==> src/rtl/core_pkg.sv <==
// rtl/core_pkg.sv - shared opcode, control-ROM index and NOP constants for the core
//
// Purpose: single source of truth for the RV32 opcodes the decoder recognises,
// the 6-bit control-ROM indices the control unit consumes, and the canonical
// NOP instruction word (addi x0, x0, 0).
// Ports: none (package).
package core_pkg;

    // Major opcodes (inst[6:0])
    localparam logic [6:0] OP_R      = 7'b0110011;
    localparam logic [6:0] OP_IMM    = 7'b0010011;
    localparam logic [6:0] OP_LOAD   = 7'b0000011;
    localparam logic [6:0] OP_STORE  = 7'b0100011;
    localparam logic [6:0] OP_BRANCH = 7'b1100011;
    localparam logic [6:0] OP_JAL    = 7'b1101111;
    localparam logic [6:0] OP_JALR   = 7'b1100111;
    localparam logic [6:0] OP_LUI    = 7'b0110111;
    localparam logic [6:0] OP_AUIPC  = 7'b0010111;
    localparam logic [6:0] OP_SYSTEM = 7'b1110011;

    // funct3 values of the two supported CSR instructions
    localparam logic [2:0] F3_CSRRW  = 3'b001;
    localparam logic [2:0] F3_CSRRWI = 3'b101;

    // Control-ROM indices
    localparam logic [5:0] IDX_R       = 6'd0;
    localparam logic [5:0] IDX_IMM     = 6'd1;
    localparam logic [5:0] IDX_LOAD    = 6'd2;
    localparam logic [5:0] IDX_STORE   = 6'd3;
    localparam logic [5:0] IDX_BRANCH  = 6'd4;
    localparam logic [5:0] IDX_JAL     = 6'd5;
    localparam logic [5:0] IDX_JALR    = 6'd6;
    localparam logic [5:0] IDX_LUI     = 6'd7;
    localparam logic [5:0] IDX_AUIPC   = 6'd8;
    localparam logic [5:0] IDX_CSRRW   = 6'd9;
    localparam logic [5:0] IDX_CSRRWI  = 6'd10;
    // NOP_IDX selects a ROM row with no register or memory writes
    localparam logic [5:0] NOP_IDX     = 6'd11;
    localparam logic [5:0] ILLEGAL_IDX = 6'd63;

    localparam logic [31:0] NOP_INST = 32'h0000_0013;

endpackage

==> src/rtl/inst_classifier.sv <==
// rtl/inst_classifier.sv - combinational instruction to control-ROM index classifier
//
// Purpose: map a 32-bit instruction to its control-ROM index and report which
// register source fields it actually reads (used for load-use detection).
// Ports:
//   i_inst      in  32  instruction word
//   o_rom_idx   out 6   control-ROM index (ILLEGAL_IDX when unrecognised)
//   o_uses_rs1  out 1   instruction reads rs1
//   o_uses_rs2  out 1   instruction reads rs2
module inst_classifier
    import core_pkg::*;
(
    input  logic [31:0] i_inst,
    output logic [5:0]  o_rom_idx,
    output logic        o_uses_rs1,
    output logic        o_uses_rs2
);

    logic [6:0] w_opcode;
    logic [2:0] w_funct3;
    logic [5:0] w_idx;

    assign w_opcode = i_inst[6:0];
    assign w_funct3 = i_inst[14:12];

    always_comb begin
        w_idx = ILLEGAL_IDX;
        unique case (w_opcode)
            OP_R:      w_idx = IDX_R;
            OP_IMM:    w_idx = IDX_IMM;
            OP_LOAD:   w_idx = IDX_LOAD;
            OP_STORE:  w_idx = IDX_STORE;
            OP_BRANCH: w_idx = IDX_BRANCH;
            OP_JAL:    w_idx = IDX_JAL;
            OP_JALR:   w_idx = IDX_JALR;
            OP_LUI:    w_idx = IDX_LUI;
            OP_AUIPC:  w_idx = IDX_AUIPC;
            OP_SYSTEM: begin
                if (w_funct3 == F3_CSRRW) begin
                    w_idx = IDX_CSRRW;
                end else if (w_funct3 == F3_CSRRWI) begin
                    w_idx = IDX_CSRRWI;
                end
            end
            default:   w_idx = ILLEGAL_IDX;
        endcase
    end

    // Source usage is derived from the index, so illegal words never stall.
    always_comb begin
        o_uses_rs1 = 1'b0;
        o_uses_rs2 = 1'b0;
        case (w_idx)
            IDX_R, IDX_STORE, IDX_BRANCH: begin
                o_uses_rs1 = 1'b1;
                o_uses_rs2 = 1'b1;
            end
            IDX_IMM, IDX_LOAD, IDX_JALR, IDX_CSRRW: begin
                o_uses_rs1 = 1'b1;
            end
            default: begin
                o_uses_rs1 = 1'b0;
                o_uses_rs2 = 1'b0;
            end
        endcase
    end

    assign o_rom_idx = w_idx;

endmodule

==> src/rtl/id_stage.sv <==
// rtl/id_stage.sv - IF/ID pipeline register with classification and load-use stall
//
// Purpose: register each fetched instruction, present its control-ROM index and
// register fields to the control unit, stall fetch on a load-use hazard against
// EX, flush on redirect, count stall cycles and flag illegal instructions.
// Ports:
//   clk, rst_n                      clock, asynchronous active-low reset
//   if_valid, if_inst, if_pc        fetch request
//   if_ready                        stage accepts fetch (~hazard)
//   ex_valid, ex_is_load, ex_rd     EX-stage state for hazard detection
//   redirect                        taken branch/jump in EX, flush ID
//   id_valid, id_rom_idx            decoded instruction handshake/index
//   id_inst, id_pc                  registered instruction and PC
//   id_rs1, id_rs2, id_rd, id_funct3  fields of id_inst
//   stall_cnt                       saturating count of hazard cycles
//   illegal                         sticky illegal-instruction flag
module id_stage
    import core_pkg::*;
#(
    parameter logic [31:0] RESET_PC = 32'h0000_2000,
    parameter int          CNT_W    = 16
) (
    input  logic             clk,
    input  logic             rst_n,
    input  logic             if_valid,
    input  logic [31:0]      if_inst,
    input  logic [31:0]      if_pc,
    output logic             if_ready,
    input  logic             ex_valid,
    input  logic             ex_is_load,
    input  logic [4:0]       ex_rd,
    input  logic             redirect,
    output logic             id_valid,
    output logic [5:0]       id_rom_idx,
    output logic [31:0]      id_inst,
    output logic [31:0]      id_pc,
    output logic [4:0]       id_rs1,
    output logic [4:0]       id_rs2,
    output logic [4:0]       id_rd,
    output logic [2:0]       id_funct3,
    output logic [CNT_W-1:0] stall_cnt,
    output logic             illegal
);

    logic             r_valid;
    logic [31:0]      r_inst;
    logic [31:0]      r_pc;
    logic [5:0]       r_rom_idx;
    logic             r_uses_rs1;
    logic             r_uses_rs2;
    logic [CNT_W-1:0] r_stall_cnt;
    logic             r_illegal;

    logic [5:0]       w_if_idx;
    logic             w_if_uses_rs1;
    logic             w_if_uses_rs2;
    logic             w_hazard;

    inst_classifier u_classifier (
        .i_inst     (if_inst),
        .o_rom_idx  (w_if_idx),
        .o_uses_rs1 (w_if_uses_rs1),
        .o_uses_rs2 (w_if_uses_rs2)
    );

    // A load in EX whose destination is read by the instruction held in ID.
    // x0 never creates a dependency.
    assign w_hazard = r_valid & ex_valid & ex_is_load & (ex_rd != 5'd0) &
                      ((r_uses_rs1 & (r_inst[19:15] == ex_rd)) |
                       (r_uses_rs2 & (r_inst[24:20] == ex_rd)));

    always_ff @(posedge clk or negedge rst_n) begin
        if (!rst_n) begin
            r_valid     <= 1'b0;
            r_inst      <= NOP_INST;
            r_pc        <= RESET_PC;
            r_rom_idx   <= NOP_IDX;
            r_uses_rs1  <= 1'b0;
            r_uses_rs2  <= 1'b0;
            r_stall_cnt <= '0;
            r_illegal   <= 1'b0;
        end else if (redirect) begin
            // Flush wins over a stall; the word fetched this cycle is dropped.
            r_valid    <= 1'b0;
            r_inst     <= NOP_INST;
            r_rom_idx  <= NOP_IDX;
            r_uses_rs1 <= 1'b0;
            r_uses_rs2 <= 1'b0;
        end else if (w_hazard) begin
            if (r_stall_cnt != {CNT_W{1'b1}}) begin
                r_stall_cnt <= r_stall_cnt + 1'b1;
            end
        end else if (if_valid) begin
            r_valid    <= 1'b1;
            r_inst     <= if_inst;
            r_pc       <= if_pc;
            r_rom_idx  <= w_if_idx;
            r_uses_rs1 <= w_if_uses_rs1;
            r_uses_rs2 <= w_if_uses_rs2;
            if (w_if_idx == ILLEGAL_IDX) begin
                r_illegal <= 1'b1;
            end
        end else begin
            r_valid   <= 1'b0;
            r_rom_idx <= NOP_IDX;
        end
    end

    // During a stall the held instruction is hidden behind a bubble.
    assign if_ready   = ~w_hazard;
    assign id_valid   = r_valid & ~w_hazard;
    assign id_rom_idx = w_hazard ? NOP_IDX : r_rom_idx;
    assign id_inst    = r_inst;
    assign id_pc      = r_pc;
    assign id_rs1     = r_inst[19:15];
    assign id_rs2     = r_inst[24:20];
    assign id_rd      = r_inst[11:7];
    assign id_funct3  = r_inst[14:12];
    assign stall_cnt  = r_stall_cnt;
    assign illegal    = r_illegal;

endmodule
==> config.mk <==
export PLATFORM = sky130hd
export DESIGN_NAME = id_stage
export DESIGN_NICKNAME = d
export VERILOG_FILES = /design/src/rtl/core_pkg.sv /design/src/rtl/inst_classifier.sv /design/src/rtl/id_stage.sv
export SDC_FILE = /design/constraint.sdc
export NUM_CORES = 1
export LEC_CHECK = 0
export BUFFER_PORTS_ARGS = -buffer_cell sky130_fd_sc_hd__clkbuf_2
export CAP_MARGIN = 20
export CORE_UTILIZATION = 48
export DETAILED_ROUTE_END_ITERATION = 8
export GPL_ROUTABILITY_DRIVEN = 0
export GPL_TIMING_DRIVEN = 0
export PLACE_DENSITY = 0.8
export SYNTH_ARGS = -nofsm -noshare
export SYNTH_HDL_FRONTEND = slang
export SYNTH_SLANG_ARGS = --single-unit
==> constraint.sdc <==
create_clock -name clk -period 2.45 [get_ports clk]
set_input_delay 0.245 -clock clk [delete_from_list [all_inputs] [get_ports clk]]
set_output_delay 0.245 -clock clk [all_outputs]
set_load 0.03 [all_outputs]
Yosys cells after proc, flatten, opt, wreduce, memory -nomap -nowiden. Cells that the tools add are included.

Register bits after elaboration: 90. Input port bits: 75. Output and inout bits: 107. Word-level logic and storage cells: 72.

Add/subtract/negate cells: 1. Equal/unequal tests: 23. Multiplexer cells: 21. Bitwise gates (word level): 10. Reductions and logical operators: 9.

Operators with widths (number): $mux 32 (3); $pmux 6 s10 (1); $mux 6 (6); $eq 7x7->1 const B (4); $eq 7x6->1 const B (3); $add 16x1->16 const B (1); $ne 16x16->1 const B (1); $eq 7x5->1 const B (2); $eq 6x2->1 const B (2); $eq 6x3->1 const B (2); $mux 1 (11); $eq 5x5->1 (2); $and 1x1->1 (7); $eq 7x2->1 const B (1); $reduce_or 7->1 (1); $eq 6x1->1 const B (1); $eq 6x4->1 const B (1); $eq 6x6->1 const B (1); $logic_not 6->1 (1); $reduce_and 3->1 (2); $reduce_bool 5->1 (1); $reduce_and 4->1 (1); $eq 3x1->1 const B (1); $eq 3x3->1 const B (1); other kinds (6) (7).

Depth between registers and ports, before layout. Gate-level depths: netlist (run 1).

Depth in word-level cells: 10. Gate-level depth with buffers: 8. Depth with buffers taken out: 6.

By module. A second synthesis (run 1) with hierarchy kept.

Cells, all modules: 502. Area, all modules: 4984.8 um2.

By module, submodules not included: id_stage (times used 1, cells each 448, area an instance 4608.2 um2, seq. area each 2260.9 um2); inst_classifier (times used 1, cells each 54, area an instance 376.6 um2, seq. area each 0.0 um2).

Least setup slack after synthesis (run 1). Ideal clock, no wire load.

Path kind: register -> register. From: register r_stall_cnt[0] (netlist: stall_cnt[0]). To: register r_stall_cnt[7] (netlist: stall_cnt[7]). Library setup time: 0.134 ns. Data arrival time: 2.227 ns. Required time: 2.316 ns. Setup slack: 0.088 ns. Stages on the path, launching flop included: 8. Period minus slack after synthesis: 2.362 ns. Path through: dfrtp_1 ha_1 and3_1 a31o_2 clkbuf_1 nor4b_1 nand4_1 xnor2_1.

Cells in the longest elaborated chain, start to end: 2.

Ends and longest elaborated chain: from (decl) (RTL line id_stage.sv:51) `logic [CNT_W-1:0] r_stall_cnt;`; from (signal assigned) (RTL line id_stage.sv:91) `r_stall_cnt <= r_stall_cnt + 1'b1;`; parallel branches: the longest is 2 deep, another holds $add 16x1->16.

Several ways; the timed one is not identified. A chain may end at the register's enable or synchronous reset.

Worst setup path in the final report (run 1).
From: register r_inst[21] (netlist: id_inst[21]). To: output id_rom_idx[5].

Cells in the longest elaborated chain, start to end: 5.

Ends and longest elaborated chain: from (decl) (RTL line id_stage.sv:46) `logic [31:0] r_inst;`; from (signal assigned) (RTL line id_stage.sv:95) `r_inst <= if_inst;`; $eq 5x5->1 (RTL line id_stage.sv:70) `(r_uses_rs2 & (r_inst[24:20] == ex_rd)));`; $and 1x1->1 (RTL line id_stage.sv:70); $or 1x1->1 (RTL line id_stage.sv:69) `((r_uses_rs1 & (r_inst[19:15] == ex_rd)) |`; $and 1x1->1 (RTL line id_stage.sv:68) `assign w_hazard = r_valid & ex_valid & ex_is_load & (ex_rd != 5'd0) &`; $mux 6 (RTL line id_stage.sv:112) `assign id_rom_idx = w_hazard ? NOP_IDX : r_rom_idx;`; to (decl) (RTL line id_stage.sv:34) `output logic [5:0] id_rom_idx,`.

Every way passes these cells.

==> qor.yml, run 1 <==
power_and_ir_drop:
  p_comb_frac: 0.224
  p_int_uw: 2330
  ir_drop_mv: 0.387
  pwr-share-clk: 0.294
  seqPwrFrac: 0.482
  switching_share: 0.320
  p_leak_uw: 0.00287
  switching_power_uw: 1100
  power_uw: 3430
  p_per_area_nw_per_um2: 614
synth:
  yosysTopAreaCell: "dfrtp_1"
  ys_async_sr_fraction: 1.00
  syn_inst: 379
  ys_types: 47
  synth-main-ff-cell: "dfrtp_1"
  synth_area_um2: 4250
  synth_top_area_share: 0.482
  synth_fp_nets: 455
  avgSynthCellArea_um2: 11.2
  synth_edf_count: 0
  ys_top_cells_by_area: "dfrtp_1, mux2_1, mux2i_1"
  ys_ff_latch: 89
  ys_seq_area_frac: 0.526
  yosysWarnings: 0
setup_path:
  crit_chain: "xnor2_1, nand4_1, o22ai_4, nand2_4, buf_6, and2_1, buf_4, buf_2"
  critical_path_class: "reg -> out"
  arrival_ps: 2040
  rrSetupSlack_ps: 200
  crit_slowest_cell: "dfrtp_1"
  critPathTopFamily: "flip-flops"
  path_buf_inv: 3
  cp_max_fo: 10
  worstSetupEndpointType: "output port"
  crit_path_start_kind: "register"
  required_ps: 2200
  slowest_delay_ps: 440
sta:
  min_period_ps: 2280
  slew-limit-headroom: 0.596
  fin_hold_ws_ps: 104
  fmax_ghz: 0.438
  setup_viol: 0
  slew_viol_final: 0
  grt_setup_unrepaired: "no"
  worst_slew_pin_slew_ps: 607
  period_share: 0.933
  finalClockSkew_ps: 15.8
  hold_viol_final: 0
clock_network:
  clk_pin_slew_ps: 100
  cts_buffer_depth: 2
  tritoncts: "built"
  cts_inserted_buffers: 9
  clock_latency_ps: 350
  cts.sink_count: 89
  h-tree-depth: 3
  cts_root_buf: "clkbuf_8"
die:
  rows: 33
  ios: 182
  initial_utilization: 0.508
  die_h_um: 96.1
  die-width_um: 96.1
  core-area_um2: 8380
  dieArea_um2: 9240
detailed_routing:
  drtPass1Iterations: 4
  vias_per_cell: 5.22
  drc_errors: 0
  drt-total-wl_um: 10200
  initialDrtViolationCount: 152
  wl_per_cell_um: 14.9
  ant_nets: 0
  dr_total_vias: 3566
place:
  dpl_cell_area_um2: 5300
  numPortBuffers: 177
  dpl.hpwl_um: 7870
  dp.cells: 662
global_routing:
  grt_pass1_vias: 3385
  grt_pass1_wl_um: 15800
  track_usage: 0.224
  grt_max_degree: 49
  grt-ovfl-total: 0
  grt_antenna_before_repair: 0
layout:
  final_area_um2: 5580
  syn_to_final_growth_pct: 31.2
  layout.cells.non_filler: 683
  layout-drive-gt1-share: 0.426
  final_nets: 649
  antennaDiodeCount: 0
  fillers: 670
job:
  drv_cap: 0
outcome:
  outcome: "finished clean"
worst_hold_path:
  hold_class: "in -> reg"
worst reg2reg max path, stage by stage, from the launching register on:
cell,delay [ps]
dfrtp_1,440
ha_1,240
and3_1,200
a31o_2,190
clkbuf_1,210
nor4b_2,540
nand4_1,180
xnor2_1,150
layer usage:
layer / vias up / global-route usage / share of wire
li1: 1688 / - / -
met1: 1708 / 0.277 / 0.42
met2: 162 / 0.379 / 0.48
met3: 8 / 0.0577 / 0.086
met4: 0 / 0.0734 / 0.0071
met5: - / 0 / 0
timing repair:
item | 4_1_cts | 5_1_grt
hold buffers | 1 | 0
pin swaps | 0 | 4
setup buffers | 0 | 4
endpoints found under the setup margin | 12 | 13
gates resized for setup | 2 | 9
endpoints found under the hold margin | 38 | 0
final timing paths:
check | start | end | cells after the start
max | id_inst[21]$_DFFE_PN0P_ | id_rom_idx[5] | 8
min | if_pc[22] | id_pc[22]$_DFFE_PN0P_ | 2
max reg2reg | stall_cnt[0]$_DFFE_PN0P_ | stall_cnt[7]$_DFFE_PN0P_ | 7
min reg2reg | illegal$_DFFE_PN0P_ | illegal$_DFFE_PN0P_ | 1
max in group asynchronous | rst_n | id_inst[4]$_DFFE_PN1P_ | 3
min in group asynchronous | rst_n | id_inst[29]$_DFFE_PN0P_ | 2
placed cells by master, fill, tap and decap left out, types with 2 or more instances in the layout:
master	count
clkbuf_2	176
dfrtp_1	82
nor2_1	43
mux2i_1	30
mux2_1	29
buf_4	26
xnor2_1	16
nand2_1	13
clkbuf_1	12
a21oi_1	12
nor3_1	12
nand2b_1	9
xor2_1	9
clkbuf_8	9
nand3_1	7
dfstp_2	7
nand4_1	6
inv_1	6
buf_2	6
and2_1	5
nor4b_1	5
o21ai_0	5
nor4_1	5
mux2_2	4
and3_1	3
o2111a_1	2
nand3b_1	2
a31o_2	2
clkinv_4	2
power by group through the flow:
stage               combinational, uW  sequential (uW)  clock [uW]
finish                            768             1650        1010
CTS                               772             1650        1020
detailed placement                770             1680           0
global placement                  748             1670           0
global route                      829             1670        1090
floorplan                         270             1890           0
flip-flops by register name, indices dropped and copies added (netlist names):
register,cells
id_inst,32
id_pc,32
illegal,1
r_rom_idx,5
r_uses_rs1,1
r_uses_rs2,1
r_valid,1
stall_cnt,16
cell families (layout without fill, tap and decap cells):
logic type	Yosys count	in the layout	share of synthesized area
and+or+nand+nor	118	118	0.141
DFF	89	89	0.526
muxes	63	63	0.158
buffers and inverters	46	245	0.0618
AOI/OAI and AO/OA	36	36	0.0577
xor gates and xnor gates	26	26	0.0535
adders and majority gates	1	1	0.00294
synth_stat cells (all sizes together) (2+ instances only):
| cell type | instances |
|---|---|
| a21oi | 13 |
| a31o | 2 |
| and2 | 5 |
| and3 | 3 |
| buf | 28 |
| clkbuf | 12 |
| dfrtp | 82 |
| dfstp | 7 |
| inv | 6 |
| mux2 | 33 |
| mux2i | 30 |
| nand2 | 14 |
| nand2b | 9 |
| nand3 | 7 |
| nand3b | 2 |
| nand4 | 6 |
| nor2 | 43 |
| nor3 | 12 |
| nor4 | 5 |
| nor4b | 6 |
| o2111a | 2 |
| o21ai | 5 |
| o22ai | 2 |
| xnor2 | 17 |
| xor2 | 9 |
through the flow:
stage / TNS, ps / utilization / setup WS [ps]
after global placement: -1930 / 0.629 / -90.9
after floorplan: 0 / - / 88.3
after CTS: -557 / 0.658 / -110
final: 0 / 0.666 / 165
after global routing: 0 / 0.666 / 40.1
after detailed placement: -2310 / 0.632 / -99.6
final cells by class:
cell class                 count  area, um2  share of cell area
sequential                    89       2240               0.401
timing repair buffer         183        956               0.171
buffer                        40        248              0.0444
inverter                       6       22.5             0.00404
clock inverter                 6       68.8              0.0123
clock buffer                  10        128              0.0229
tap                          105        131              0.0235
multi-input combinational    244       1790               0.321
No activity file was read; power rests on OpenSTA's default activity.
==> inputs of run 2 (changes only) <==
--- a/config.mk
+++ b/config.mk
@@ -10,7 +10,7 @@
 export CORE_UTILIZATION = 48
 export DETAILED_ROUTE_END_ITERATION = 8
 export GPL_ROUTABILITY_DRIVEN = 0
-export GPL_TIMING_DRIVEN = 0
+export GPL_TIMING_DRIVEN = 1
 export PLACE_DENSITY = 0.8
 export SYNTH_ARGS = -nofsm -noshare
 export SYNTH_HDL_FRONTEND = slang
==> run 2 against run 1 <==
- clock skew down 3.9 ps
- flip-flop and latch count did not move
- maximum frequency up 2.5%
- register-to-register slack better by 210 ps
- routed wire length is 3.6% lower
- global-route usage shrank 0.35 points
- sequential power about the same
- final area decreased by 4.2%
==> qor.yml, run 2 (same netlist as run 1, synthesis figures left out) <==
power_and_ir_drop:
  switching_power_uw: 1070
  power_uw: 3270
  pwr-share-clk: 0.271
  p_int_uw: 2200
  p_leak_uw: 0.00272
  switching_share: 0.328
  p_comb_frac: 0.224
  p_per_area_nw_per_um2: 613
  ir_drop_mv: 0.414
  seqPwrFrac: 0.505
detailed_routing:
  wl_met2_um: 4820
  wirelength_met1_um: 3970
  highest_layer: "met4"
  wl_met3_um: 878
  drtPass1Iterations: 4
  vias_per_cell: 5.23
  drc_errors: 0
  wl_per_cell_um: 15.1
  dr_total_vias: 3395
  drt-total-wl_um: 9820
  initialDrtViolationCount: 91
  ant_nets: 0
die:
  initial_utilization: 0.508
  die-width_um: 96.1
  rows: 33
  die_h_um: 96.1
  core-area_um2: 8380
  ios: 182
  dieArea_um2: 9240
clock_network:
  h-tree-depth: 3
  cts_buffer_depth: 2
  clock_latency_ps: 350
  clk_pin_slew_ps: 90
  cts_inserted_buffers: 9
  tritoncts: "built"
  cts_root_buf: "clkbuf_8"
  cts.sink_count: 89
sta:
  setup_viol: 0
  finalClockSkew_ps: 11.8
  worst_slew_pin_slew_ps: 579
  tns_ps: 0
  setup_slack_ps: 222
  slew_viol_final: 0
  period_share: 0.910
  min_period_ps: 2230
  hold_viol_final: 0
  fmax_ghz: 0.449
  grt_setup_unrepaired: "no"
  slew-limit-headroom: 0.614
setup_path:
  crit_path_start_kind: "register"
  critical_path_class: "reg -> out"
  worstSetupEndpointType: "output port"
  cp_max_fo: 25
  required_ps: 2200
  arrival_ps: 1980
global_routing:
  grt_pass1_wl_um: 15300
  grt_max_degree: 47
  grt_pass1_vias: 3295
  grt_antenna_before_repair: 0
  grt-ovfl-total: 0
  track_usage: 0.220
place:
  dpl_worst_slack_ps: 84.0
  dp.cells: 632
  numPortBuffers: 181
  dpl.hpwl_um: 7350
layout:
  layout.cells.non_filler: 649
  seq_area_um2: 2240
  final_cell_mix: "clkbuf_2, dfrtp_1, nor2_1, mux2i_1, mux2_1"
  syn_to_final_growth_pct: 25.7
  final_common_cell: "clkbuf_2"
  final_nets: 615
  layout-drive-gt1-share: 0.403
  multiInputGateArea_um2: 1760
  antennaDiodeCount: 0
  finish.utilization: 0.638
  fillers: 753
outcome:
  outcome: "finished clean"
worst_hold_path:
  hold_class: "in -> reg"
job:
  drv_cap: 0
## run 2: changes by cell type in the layout (fill, tap and decap cells not counted), sizes merged
cell	change
clkinvlp	+2
bufinv	-1
clkbuf	-8
clkinv	-1
buf	-26
## run 2: area by class of cell
cell class,instances,area share
clock buffer,10,0.0239
tap,105,0.0246
timing repair buffer,189,0.191
inverter,6,0.00421
clock inverter,6,0.00842
sequential,89,0.418
multi-input combinational,244,0.330
## run 2: what timing repair did
item | in CTS | in global routing
hold buffers | 1 | 0
gates resized for setup | 0 | 0
buffers inserted | 0 | 0
endpoints found under the hold margin | 42 | 0
## run 2: layer usage
metal  GRT usage  vias to the layer above
met1       0.264                     1610
met5           0                        -
met4      0.0833                        0
met2       0.376                      153
met3      0.0600                       12
li1            -                     1620
## run 2: worst paths after layout
path / startpoint / slack (ps) / to / cells past startpoint
setup / recovery: id_inst[19]$_DFFE_PN0P_ / 220 / id_rom_idx[5] / 7
setup reg to reg: stall_cnt[0]$_DFFE_PN0P_ / 410 / stall_cnt[7]$_DFFE_PN0P_ / 7
hold / removal: if_pc[18] / 100 / id_pc[18]$_DFFE_PN0P_ / 2
hold reg to reg: illegal$_DFFE_PN0P_ / 470 / illegal$_DFFE_PN0P_ / 1
max in group asynchronous: rst_n / 1290 / id_inst[1]$_DFFE_PN1P_ / 3
min in group asynchronous: rst_n / 420 / stall_cnt[11]$_DFFE_PN0P_ / 2
## run 2: power groups by stage
stage / clock (uW) / combinational (uW) / sequential [uW]
2_1_floorplan: 0 / 270 / 1890
3_3_place_gp: 0 / 724 / 1670
3_5_place_dp: 0 / 742 / 1680
4_1_cts: 923 / 744 / 1660
5_1_grt: 968 / 792 / 1670
6_report: 887 / 734 / 1650
## run 2: critical path, cell delays in order (launching register included)
cell and delay [ps]:
dfrtp_1 430, xnor2_1 170, nand4_1 120, o22ai_1 240
nand2_1 130, buf_12 180, and2_1 180, clkbuf_2 190
## run 2: metrics by stage
step | hold WS [ps] | cell area (um2)
finish | 104 | 5350
global route | 95.0 | 5350
CTS | 86.5 | 5350
detailed placement | 280 | 5160
global placement | 267 | 5160
floorplan | -50.6 | 4250
==> inputs of run 3 (changes only) <==
==> constraint.sdc (replaced) <==
create_clock -name clk -period 2.55 [get_ports clk]
set_input_delay 0.255 -clock clk [delete_from_list [all_inputs] [get_ports clk]]
set_output_delay 0.255 -clock clk [all_outputs]
set_load 0.03 [all_outputs]
==> run 3 against run 2 <==
- die area unchanged
- flip-flop and latch count stayed put
- register-to-register slack better by 100 ps
- global-route usage shrank 0.75 points
- worst setup slack improved by 13 ps
- hold slack improved by 13 ps
- critical path depth grew 1
- clock skew about the same
- clock power increased by 18%
- clock-buffer cell count did not move
- non-clock buffer count is 2 higher
- first-iteration DRC count increased by 7.7%
- largest cell class unchanged
- largest power group unchanged
- highest routed layer unchanged
==> qor.yml, run 3 (same netlist as run 1, synthesis figures left out) <==
detailed_routing:
  drt-total-wl_um: 9510
  ant_nets: 0
  vias_per_cell: 5.24
  dr_total_vias: 3414
  drc_errors: 0
  wl_per_cell_um: 14.6
  initialDrtViolationCount: 98
  drtPass1Iterations: 4
die:
  initial_utilization: 0.508
  core-area_um2: 8380
  die-width_um: 96.1
  rows: 33
  ios: 182
  dieArea_um2: 9240
  die_h_um: 96.1
clock_network:
  cts_buffer_depth: 2
  cts_resized: 0
  h-tree-depth: 3
  cts_inserted_buffers: 9
  postCtsSetupRepairBufs: 0
  clk_pin_slew_ps: 100
  cts_root_buf: "clkbuf_8"
  tritoncts: "built"
  clock_latency_ps: 350
  cts.sink_count: 89
sta:
  tns_ps: 0
  worst_slew_pin_slew_ps: 578
  period_share: 0.908
  hold_viol_final: 0
  grt_setup_unrepaired: "no"
  slew_viol_final: 0
  slew-limit-headroom: 0.615
  finalClockSkew_ps: 12.3
  setup_viol: 0
  min_period_ps: 2320
  fmax_ghz: 0.432
setup_path:
  cp_max_fo: 13
  required_ps: 2300
  critical_path_class: "reg -> out"
  worstSetupEndpointType: "output port"
  arrival_ps: 2060
  crit_path_start_kind: "register"
job:
  drv_cap: 0
power_and_ir_drop:
  ir_drop_mv: 0.347
  power_uw: 3340
  p_per_area_nw_per_um2: 621
  p_leak_uw: 0.00274
layout:
  layout-drive-gt1-share: 0.405
  final_common_cell: "clkbuf_2"
  syn_to_final_growth_pct: 26.6
  antennaDiodeCount: 0
  final_cell_mix: "clkbuf_2, dfrtp_1, nor2_1, mux2i_1, mux2_1"
  final_nets: 617
  finish.utilization: 0.642
outcome:
  outcome: "finished clean"
place:
  dpl.hpwl_um: 7090
  numPortBuffers: 181
global_routing:
  grt_pass1_wl_um: 14900
  grt-ovfl-total: 0
  grt_antenna_before_repair: 0
  track_usage: 0.213
  grt_pass1_vias: 3173
  grt_max_degree: 48
worst_hold_path:
  hold_class: "in -> reg"
-- run 3: area by class of cell --
class                   instances  area (um2)
clock buffers                  10         128
clock inverters                 6        92.6
fillers                       710        3000
inverters                       6        22.5
multi-input cells             244        1760
flip-flops and latches         89        2240
well taps                     105         131
repair buffers                191        1010
-- run 3: worst paths after layout --
check / depth (start not counted) / end / slack, ps / startpoint
min reg2reg: 1 / illegal$_DFFE_PN0P_ / 480 / illegal$_DFFE_PN0P_
max: 8 / id_rom_idx[4] / 230 / id_inst[22]$_DFFE_PN0P_
max in group asynchronous: 3 / id_inst[1]$_DFFE_PN1P_ / 1390 / rst_n
min in group asynchronous: 2 / id_inst[29]$_DFFE_PN0P_ / 430 / rst_n
max reg2reg: 8 / stall_cnt[1]$_DFFE_PN0P_ / 510 / id_inst[22]$_DFFE_PN0P_
min: 2 / id_pc[18]$_DFFE_PN0P_ / 120 / if_pc[18]
-- run 3: through the flow --
stage	std cells	setup slack, ps	instance area (um2)	hold WS [ps]
3_3_place_gp	634	250	5150	281
5_1_grt	651	96.5	5380	96.1
6_report	651	235	5380	117
3_5_place_dp	634	209	5150	289
2_1_floorplan	379	188	4250	-40.6
4_1_cts	651	202	5380	96.2
-- run 3: critical path: stages, from the launching register on --
cell and delay (ps):
dfrtp_1 430, xnor2_1 190, nand4_1 140, o22ai_1 150
buf_4 160, nand2_1 80, buf_4 190, and2_1 190
clkbuf_2 190
-- run 3: report_power, final --
group / internal (uW) / switching (uW)
Clock: 558 / 496
Combinational: 235 / 467
Sequential: 1520 / 64.5
-- run 3: per-layer routing --
metal	vias to the layer above	routed length (um)	global-route usage	share of wire
met5	-	0	0	0
met4	0	122	0.0784	0.013
met3	9	795	0.0553	0.084
met2	148	4490	0.354	0.47
met1	1638	4100	0.265	0.43
li1	1619	-	-	-
-- run 3: what timing repair did --
item                                    in CTS  in global routing
hold buffers                                 1                  0
hold endpoints to repair                    37                  0
endpoints found under the setup margin       0                  0
